==> src/rtl/dsi_frame_sequencer_if.sv <==
// rtl/dsi_frame_sequencer_if.sv - command handshake between the frame sequencer and the D-PHY TX byte engine
interface dsi_frame_sequencer_if;
    logic [7:0] command_o;
    logic       write_cmd_o;
    logic       finish_i;

    modport master (
        output command_o,
        output write_cmd_o,
        input  finish_i
    );

    modport slave (
        input  command_o,
        input  write_cmd_o,
        output finish_i
    );
endinterface

==> src/rtl/dsi_frame_sequencer.sv <==
// rtl/dsi_frame_sequencer.sv - DSI panel session sequencer: init, first-line and next-line commands
// with setup gap, fixed-width strobe, finish-level handshake and acknowledge timeout.
module dsi_frame_sequencer #(
    parameter int         LINE_MAX       = 240,
    parameter int         LINE_W         = 10,
    parameter logic [7:0] CMD_INIT       = 8'h89,
    parameter logic [7:0] CMD_LINE_FIRST = 8'h3F,
    parameter logic [7:0] CMD_LINE_NEXT  = 8'h6B,
    parameter logic [7:0] CMD_TP_FIRST   = 8'hCF,
    parameter logic [7:0] CMD_TP_NEXT    = 8'hD9,
    parameter int         GAP_CYCLES     = 50,
    parameter int         STROBE_CYCLES  = 5,
    parameter int         ACK_TIMEOUT    = 1024
) (
    input  logic                          clock_i,
    input  logic                          reset_i,
    input  logic                          start_i,
    input  logic                          continuous_i,
    input  logic                          stop_i,
    input  logic                          test_pattern_i,
    input  logic                          skip_init_i,
    dsi_frame_sequencer_if.master         eng,
    output logic                          busy_o,
    output logic                          frame_done_o,
    output logic [LINE_W-1:0]             line_count_o,
    output logic [15:0]                   frame_count_o,
    output logic                          error_o
);

    typedef enum logic [2:0] {
        ST_IDLE,
        ST_GAP,
        ST_STROBE,
        ST_WAIT_ACK,
        ST_WAIT_DONE,
        ST_ERROR
    } state_e;

    typedef enum logic [1:0] {
        PH_INIT,
        PH_FIRST,
        PH_NEXT
    } phase_e;

    // One shared counter serves the gap, strobe and acknowledge windows.
    localparam int CNT_MAX_GS = (GAP_CYCLES > STROBE_CYCLES) ? GAP_CYCLES : STROBE_CYCLES;
    localparam int CNT_MAX    = (CNT_MAX_GS > ACK_TIMEOUT) ? CNT_MAX_GS : ACK_TIMEOUT;
    localparam int CNT_W      = $clog2(CNT_MAX + 1);

    localparam logic [CNT_W-1:0]  GAP_LAST    = CNT_W'(GAP_CYCLES - 1);
    localparam logic [CNT_W-1:0]  STROBE_LAST = CNT_W'(STROBE_CYCLES - 1);
    localparam logic [CNT_W-1:0]  ACK_LAST    = CNT_W'(ACK_TIMEOUT - 1);
    localparam logic [LINE_W-1:0] LINE_LAST   = LINE_W'(LINE_MAX - 1);

    state_e             state_q, state_d;
    phase_e             phase_q, phase_d;
    logic [CNT_W-1:0]   cnt_q, cnt_d;
    logic [LINE_W-1:0]  line_q, line_d;
    logic [15:0]        frame_q, frame_d;
    logic               tp_q, tp_d;
    logic [7:0]         cmd_q, cmd_d;
    logic               fdone_q, fdone_d;

    function automatic logic [7:0] cmd_code(input phase_e ph, input logic tp);
        logic [7:0] code;
        case (ph)
            PH_INIT:  code = CMD_INIT;
            PH_FIRST: code = tp ? CMD_TP_FIRST : CMD_LINE_FIRST;
            PH_NEXT:  code = tp ? CMD_TP_NEXT : CMD_LINE_NEXT;
            default:  code = CMD_INIT;
        endcase
        return code;
    endfunction

    always_ff @(posedge clock_i) begin
        if (reset_i) begin
            state_q <= ST_IDLE;
            phase_q <= PH_INIT;
            cnt_q   <= '0;
            line_q  <= '0;
            frame_q <= 16'h0000;
            tp_q    <= 1'b0;
            cmd_q   <= 8'h00;
            fdone_q <= 1'b0;
        end else begin
            state_q <= state_d;
            phase_q <= phase_d;
            cnt_q   <= cnt_d;
            line_q  <= line_d;
            frame_q <= frame_d;
            tp_q    <= tp_d;
            cmd_q   <= cmd_d;
            fdone_q <= fdone_d;
        end
    end

    always_comb begin
        state_d = state_q;
        phase_d = phase_q;
        cnt_d   = cnt_q;
        line_d  = line_q;
        frame_d = frame_q;
        tp_d    = tp_q;
        cmd_d   = cmd_q;
        fdone_d = 1'b0;

        case (state_q)
            ST_IDLE, ST_ERROR: begin
                if (start_i) begin
                    state_d = ST_GAP;
                    phase_d = skip_init_i ? PH_FIRST : PH_INIT;
                    cnt_d   = '0;
                    line_d  = '0;
                    frame_d = 16'h0000;
                    tp_d    = test_pattern_i;
                    cmd_d   = skip_init_i ? cmd_code(PH_FIRST, test_pattern_i) : CMD_INIT;
                end
            end

            ST_GAP: begin
                if (cnt_q == GAP_LAST) begin
                    state_d = ST_STROBE;
                    cnt_d   = '0;
                end else begin
                    cnt_d = cnt_q + CNT_W'(1);
                end
            end

            ST_STROBE: begin
                if (cnt_q == STROBE_LAST) begin
                    state_d = ST_WAIT_ACK;
                    cnt_d   = '0;
                end else begin
                    cnt_d = cnt_q + CNT_W'(1);
                end
            end

            // A finish low seen only here counts as the engine accepting the command.
            ST_WAIT_ACK: begin
                if (!eng.finish_i) begin
                    state_d = ST_WAIT_DONE;
                    cnt_d   = '0;
                end else if (cnt_q == ACK_LAST) begin
                    state_d = ST_ERROR;
                    cnt_d   = '0;
                end else begin
                    cnt_d = cnt_q + CNT_W'(1);
                end
            end

            ST_WAIT_DONE: begin
                if (eng.finish_i) begin
                    cnt_d = '0;
                    if (phase_q == PH_INIT) begin
                        state_d = ST_GAP;
                        phase_d = PH_FIRST;
                        line_d  = '0;
                        cmd_d   = cmd_code(PH_FIRST, tp_q);
                    end else if (line_q < LINE_LAST) begin
                        state_d = ST_GAP;
                        phase_d = PH_NEXT;
                        line_d  = line_q + LINE_W'(1);
                        cmd_d   = cmd_code(PH_NEXT, tp_q);
                    end else begin
                        fdone_d = 1'b1;
                        frame_d = frame_q + 16'd1;
                        if (continuous_i && !stop_i) begin
                            state_d = ST_GAP;
                            phase_d = PH_FIRST;
                            line_d  = '0;
                            tp_d    = test_pattern_i;
                            cmd_d   = cmd_code(PH_FIRST, test_pattern_i);
                        end else begin
                            state_d = ST_IDLE;
                        end
                    end
                end
            end

            default: begin
                state_d = ST_IDLE;
            end
        endcase
    end

    assign eng.command_o   = cmd_q;
    assign eng.write_cmd_o = (state_q == ST_STROBE);
    assign busy_o          = (state_q != ST_IDLE) && (state_q != ST_ERROR);
    assign error_o         = (state_q == ST_ERROR);
    assign frame_done_o    = fdone_q;
    assign line_count_o    = line_q;
    assign frame_count_o   = frame_q;

endmodule
==> src/flat_wrapper.sv <==
// flat-port wrapper written by rule: the top's interface ports become plain ports
module dsi_frame_sequencer_flat 
#(
    parameter int         LINE_MAX       = 240,
    parameter int         LINE_W         = 10,
    parameter logic [7:0] CMD_INIT       = 8'h89,
    parameter logic [7:0] CMD_LINE_FIRST = 8'h3F,
    parameter logic [7:0] CMD_LINE_NEXT  = 8'h6B,
    parameter logic [7:0] CMD_TP_FIRST   = 8'hCF,
    parameter logic [7:0] CMD_TP_NEXT    = 8'hD9,
    parameter int         GAP_CYCLES     = 50,
    parameter int         STROBE_CYCLES  = 5,
    parameter int         ACK_TIMEOUT    = 1024
)
  (clock_i, reset_i, start_i, continuous_i, stop_i, test_pattern_i, skip_init_i, busy_o, frame_done_o, line_count_o, frame_count_o, error_o, eng_command_o, eng_write_cmd_o, eng_finish_i);
  dsi_frame_sequencer_if eng_i ();
  input  logic clock_i;
  input  logic reset_i;
  input  logic start_i;
  input  logic continuous_i;
  input  logic stop_i;
  input  logic test_pattern_i;
  input  logic skip_init_i;
  output logic busy_o;
  output logic frame_done_o;
  output logic [LINE_W-1:0] line_count_o;
  output logic [15:0] frame_count_o;
  output logic error_o;
  output wire logic [$bits(eng_i.command_o)-1:0] eng_command_o;
  output wire logic [$bits(eng_i.write_cmd_o)-1:0] eng_write_cmd_o;
  input wire logic [$bits(eng_i.finish_i)-1:0] eng_finish_i;
  assign eng_command_o = eng_i.command_o;
  assign eng_write_cmd_o = eng_i.write_cmd_o;
  assign eng_i.finish_i = eng_finish_i;
  dsi_frame_sequencer #(.LINE_MAX(LINE_MAX), .LINE_W(LINE_W), .CMD_INIT(CMD_INIT), .CMD_LINE_FIRST(CMD_LINE_FIRST), .CMD_LINE_NEXT(CMD_LINE_NEXT), .CMD_TP_FIRST(CMD_TP_FIRST), .CMD_TP_NEXT(CMD_TP_NEXT), .GAP_CYCLES(GAP_CYCLES), .STROBE_CYCLES(STROBE_CYCLES), .ACK_TIMEOUT(ACK_TIMEOUT)) u_core (.clock_i(clock_i), .reset_i(reset_i), .start_i(start_i), .continuous_i(continuous_i), .stop_i(stop_i), .test_pattern_i(test_pattern_i), .skip_init_i(skip_init_i), .eng(eng_i), .busy_o(busy_o), .frame_done_o(frame_done_o), .line_count_o(line_count_o), .frame_count_o(frame_count_o), .error_o(error_o));
endmodule
==> config.mk <==
export PLATFORM = sky130hd
export DESIGN_NAME = dsi_frame_sequencer_flat
export DESIGN_NICKNAME = d
export VERILOG_FILES = /design/src/rtl/dsi_frame_sequencer_if.sv /design/src/rtl/dsi_frame_sequencer.sv /design/src/flat_wrapper.sv
export SDC_FILE = /design/constraint.sdc
export NUM_CORES = 1
export LEC_CHECK = 0
export CAP_MARGIN = 5
export CORE_MARGIN = 1
export CORE_UTILIZATION = 53
export CTS_BUF_LIST = sky130_fd_sc_hd__clkbuf_16
export DETAILED_ROUTE_END_ITERATION = 6
export GPL_ROUTABILITY_DRIVEN = 0
export PLACE_DENSITY = 0.82
export SLEW_MARGIN = 0
export SYNTH_ARGS = -nofsm -noshare
export SYNTH_HDL_FRONTEND = slang
export SYNTH_SLANG_ARGS = --single-unit
==> constraint.sdc <==
create_clock -name clock_i -period 3 [get_ports clock_i]
set_clock_uncertainty 0.15 [all_clocks]
set_input_delay 0.3 -clock clock_i [delete_from_list [all_inputs] [get_ports clock_i]]
set_output_delay 0.3 -clock clock_i [all_outputs]
set_load 0.02 [all_outputs]
==> flow_metrics.py, run 1 <==
metrics = {
    "timing": {
        "fin_crit_sh_pct": 85.25,
        "period_needed_ps": 2557,
        "max_slew_margin_pct": 41.26,
        "grt_setup_unrepaired": "no",
        "timing.hold.ws_ps": 311.3,
        "final_hold_viol_count": 0,
        "drv_slew": 0,
        "finalSetupTns_ps": 0,
        "fmax_mhz": 391.0,
        "setup_viol": 0,
        "worst_pin_slew_ps": 879.6,
    },
    "die": {
        "die_w_um": 74.67,
        "coreArea_mm2": 0.005107,
        "dieArea_mm2": 0.005576,
        "ioPinCount": 46,
        "die_y_um": 74.67,
        "initial_utilization_pct": 54.80,
        "rows": 26,
    },
    "synth": {
        "yosys.cell_types.count": 60,
        "ys_seq_elements": 50,
        "synth_nets": 358,
        "synth_most_common_cell": "dfxtp_1",
        "seq_area_frac_synth_pct": 35.76,
        "synth_top_area_share_pct": 35.76,
        "synthFlopType": "dfxtp_1",
        "netlist_instances": 345,
        "synth_area_mm2": 0.002799,
        "avgSynthCellArea_um2": 8.113,
        "async_reset_ff_share_pct": 0,
        "synth_edf_count": 0,
        "synth_warnings": 0,
        "synth_commonest_cells": "dfxtp_1, nor2_1, nand3_1, nand2_1, o21ai_0",
        "synth_top_area_cell": "dfxtp_1",
        "synthTopCellsByArea": "dfxtp_1, nand3_1, nor2_1",
    },
    "flow_run": {
        "maxCapViolCount": 0,
    },
    "cts": {
        "cts_resized": 0,
        "root_buffer": "clkbuf_16",
        "clockBufferDepth": 2,
        "htree_levels": 2,
        "clock-sinks": 50,
        "clk_pin_slew_ps": 70,
        "cts_inserted_buffers": 5,
        "hold_buffers": 0,
        "clk_latency_ps": 290,
        "cts_tree": "built",
        "post-cts-setup-buffers": 0,
    },
    "status": {
        "status": "finished, final reports clean",
    },
    "power_and_ir_drop": {
        "p_per_area_mw_per_mm2": 514.3,
        "peakVddDrop_mv": 0.4276,
        "leakage_nw": 1.185,
    },
    "setup_path": {
        "rr_worst_depth": 6,
        "ff2ff_setup_slack_ps": 460,
        "r2r_start": "u_core.cnt_q[0]$_SDFFE_PP0P_",
        "worst_setup_path_end_kind": "output port",
        "path_class": "reg2out",
        "required_ps": 2550,
        "cp-start-kind": "register",
        "cp_max_fo": 11,
        "worstReg2RegEnd": "u_core.state_q[2]$_SDFFE_PP0P_",
        "arrival_ps": 2110,
    },
    "routing": {
        "drtIter0Drc": 258,
        "num_vias": 2805,
        "vias_per_cell": 6.178,
        "wirelength_mm": 6.857,
        "remaining_drc_errors": 0,
        "drt_first_pass_iters": 5,
        "drtAntennaViolNets": 0,
        "post_drt_wl_per_cell_um": 15.10,
    },
    "global_routing": {
        "grt_pass1_wl_mm": 11.14,
        "grt.total_usage_pct": 25.82,
        "antenna_found_initial": 0,
        "grt.overflow.total": 0,
        "grt_max_degree": 19,
        "grt_pass1_vias": 2355,
    },
    "hold_path": {
        "min-delay-start": "u_core.eng.command_o[1]$_SDFFE_PP0P_",
        "whs_path_depth": 2,
        "hold_class": "reg2reg",
        "min_to": "u_core.eng.command_o[1]$_SDFFE_PP0P_",
    },
    "cells_and_area": {
        "drive_gt1_share_pct": 7.552,
        "n_antenna_cell": 0,
        "finalNetCount": 396,
        "areaGrowthSynthToFinish_pct": 23.29,
    },
    "place": {
        "place_hpwl_mm": 4.872,
        "portBuffers": 45,
    },
}
critical path, cell delays in order (launching register included):
cell and delay [ps]:
dfxtp_1 520, buf_4 230, and2b_1 210, or3_1 320, clkdlybuf4s50_1 550
flip-flops by register name, summed over array words and instances, names as in the netlist:
register	count
u_core.phase_q	2
u_core.eng.command_o	6
u_core.line_count_o	10
u_core.cnt_q	11
u_core.tp_q	1
u_core.frame_done_o	1
u_core.state_q	3
u_core.frame_count_o	16
through the flow:
step | util [%] | total power, mW | area, um^2 | setup slack [ps] | instances
4_1_cts | 67.56 | 1.780 | 3451 | 445.8 | 454
3_3_place_gp | 64.26 | 1.126 | 3282 | 396.1 | 446
3_5_place_dp | 64.26 | 1.137 | 3282 | 352.5 | 446
6_report | 67.56 | 1.775 | 3451 | 442.5 | 454
2_1_floorplan | - | 1.013 | 2799 | 712.4 | 345
5_1_grt | 67.56 | 1.854 | 3451 | 273.4 | 454
cell type report:
| cell class | instances | area (um^2) |
|---|---|---|
| Tap cell | 70 | 87.58 |
| Sequential cell | 50 | 1001 |
| Inverter | 9 | 33.78 |
| Clock buffer | 5 | 125.1 |
| Fill cell | 450 | 1657 |
| Clock inverter | 3 | 43.79 |
| Timing Repair Buffer | 52 | 503.0 |
| Multi-Input combinational cell | 265 | 1657 |
placed cells by master (no fill, tap or decap), drive strengths merged, types with 9 or more instances in the layout:
cell type,instances
clkdlybuf4s50,45
xnor2,9
nand3,32
nor2,36
nor4,13
o21ai,14
nor3,10
nand2,23
dfxtp,50
inv,10
a21oi,13
worst max path at each step:
stage	startpoint	endpoint	slack, ps	cells after the start
floorplan	u_core.state_q[2]$_SDFFE_PP0P_	u_core.cnt_q[4]$_SDFFE_PP0P_	710	6
global placement	start_i	u_core.phase_q[0]$_SDFFE_PP0P_	400	6
detailed placement	start_i	u_core.phase_q[0]$_SDFFE_PP0P_	350	6
CTS	u_core.state_q[2]$_SDFFE_PP0P_	busy_o	450	4
global route	u_core.state_q[0]$_SDFFE_PP0P_	u_core.cnt_q[4]$_SDFFE_PP0P_	270	4
finish	u_core.state_q[2]$_SDFFE_PP0P_	busy_o	440	4
report_power, final:
part	total [mW]	internal, mW	switching, mW
logic	0.388	0.160	0.228
clock network	0.645	0.395	0.250
registers	0.742	0.694	0.0482
total	1.77	1.25	0.526
per-layer routing:
| metal | routed length, um | up-vias | global-route usage (%) |
|---|---|---|---|
| li1 | - | 1367 | - |
| met1 | 3075 | 1335 | 35.67 |
| met2 | 3371 | 97 | 42.24 |
| met3 | 352 | 6 | 4.150 |
| met4 | 57 | 0 | 6.499 |
| met5 | 0 | - | 0 |
logic make-up (layout without fill, tap and decap cells):
kind of cell    after synthesis  in the layout  synth area share (%)
flops                        50             50                 35.76
compound gates               72             72                 17.97
buf+inv                      30             69                 5.051
mux                           9              9                 3.263
fa+ha+maj                     5              5                 2.235
simple gates                169            169                 32.59
xor+xnor                     10             10                 3.129
Note: power is estimated with default switching activity, not from simulation.
==> run 2: changes to the inputs <==
- CAP_MARGIN: 5 -> 10
==> results of run 2 <==
Final layout, timing and power as in run 1 (identical DEF).
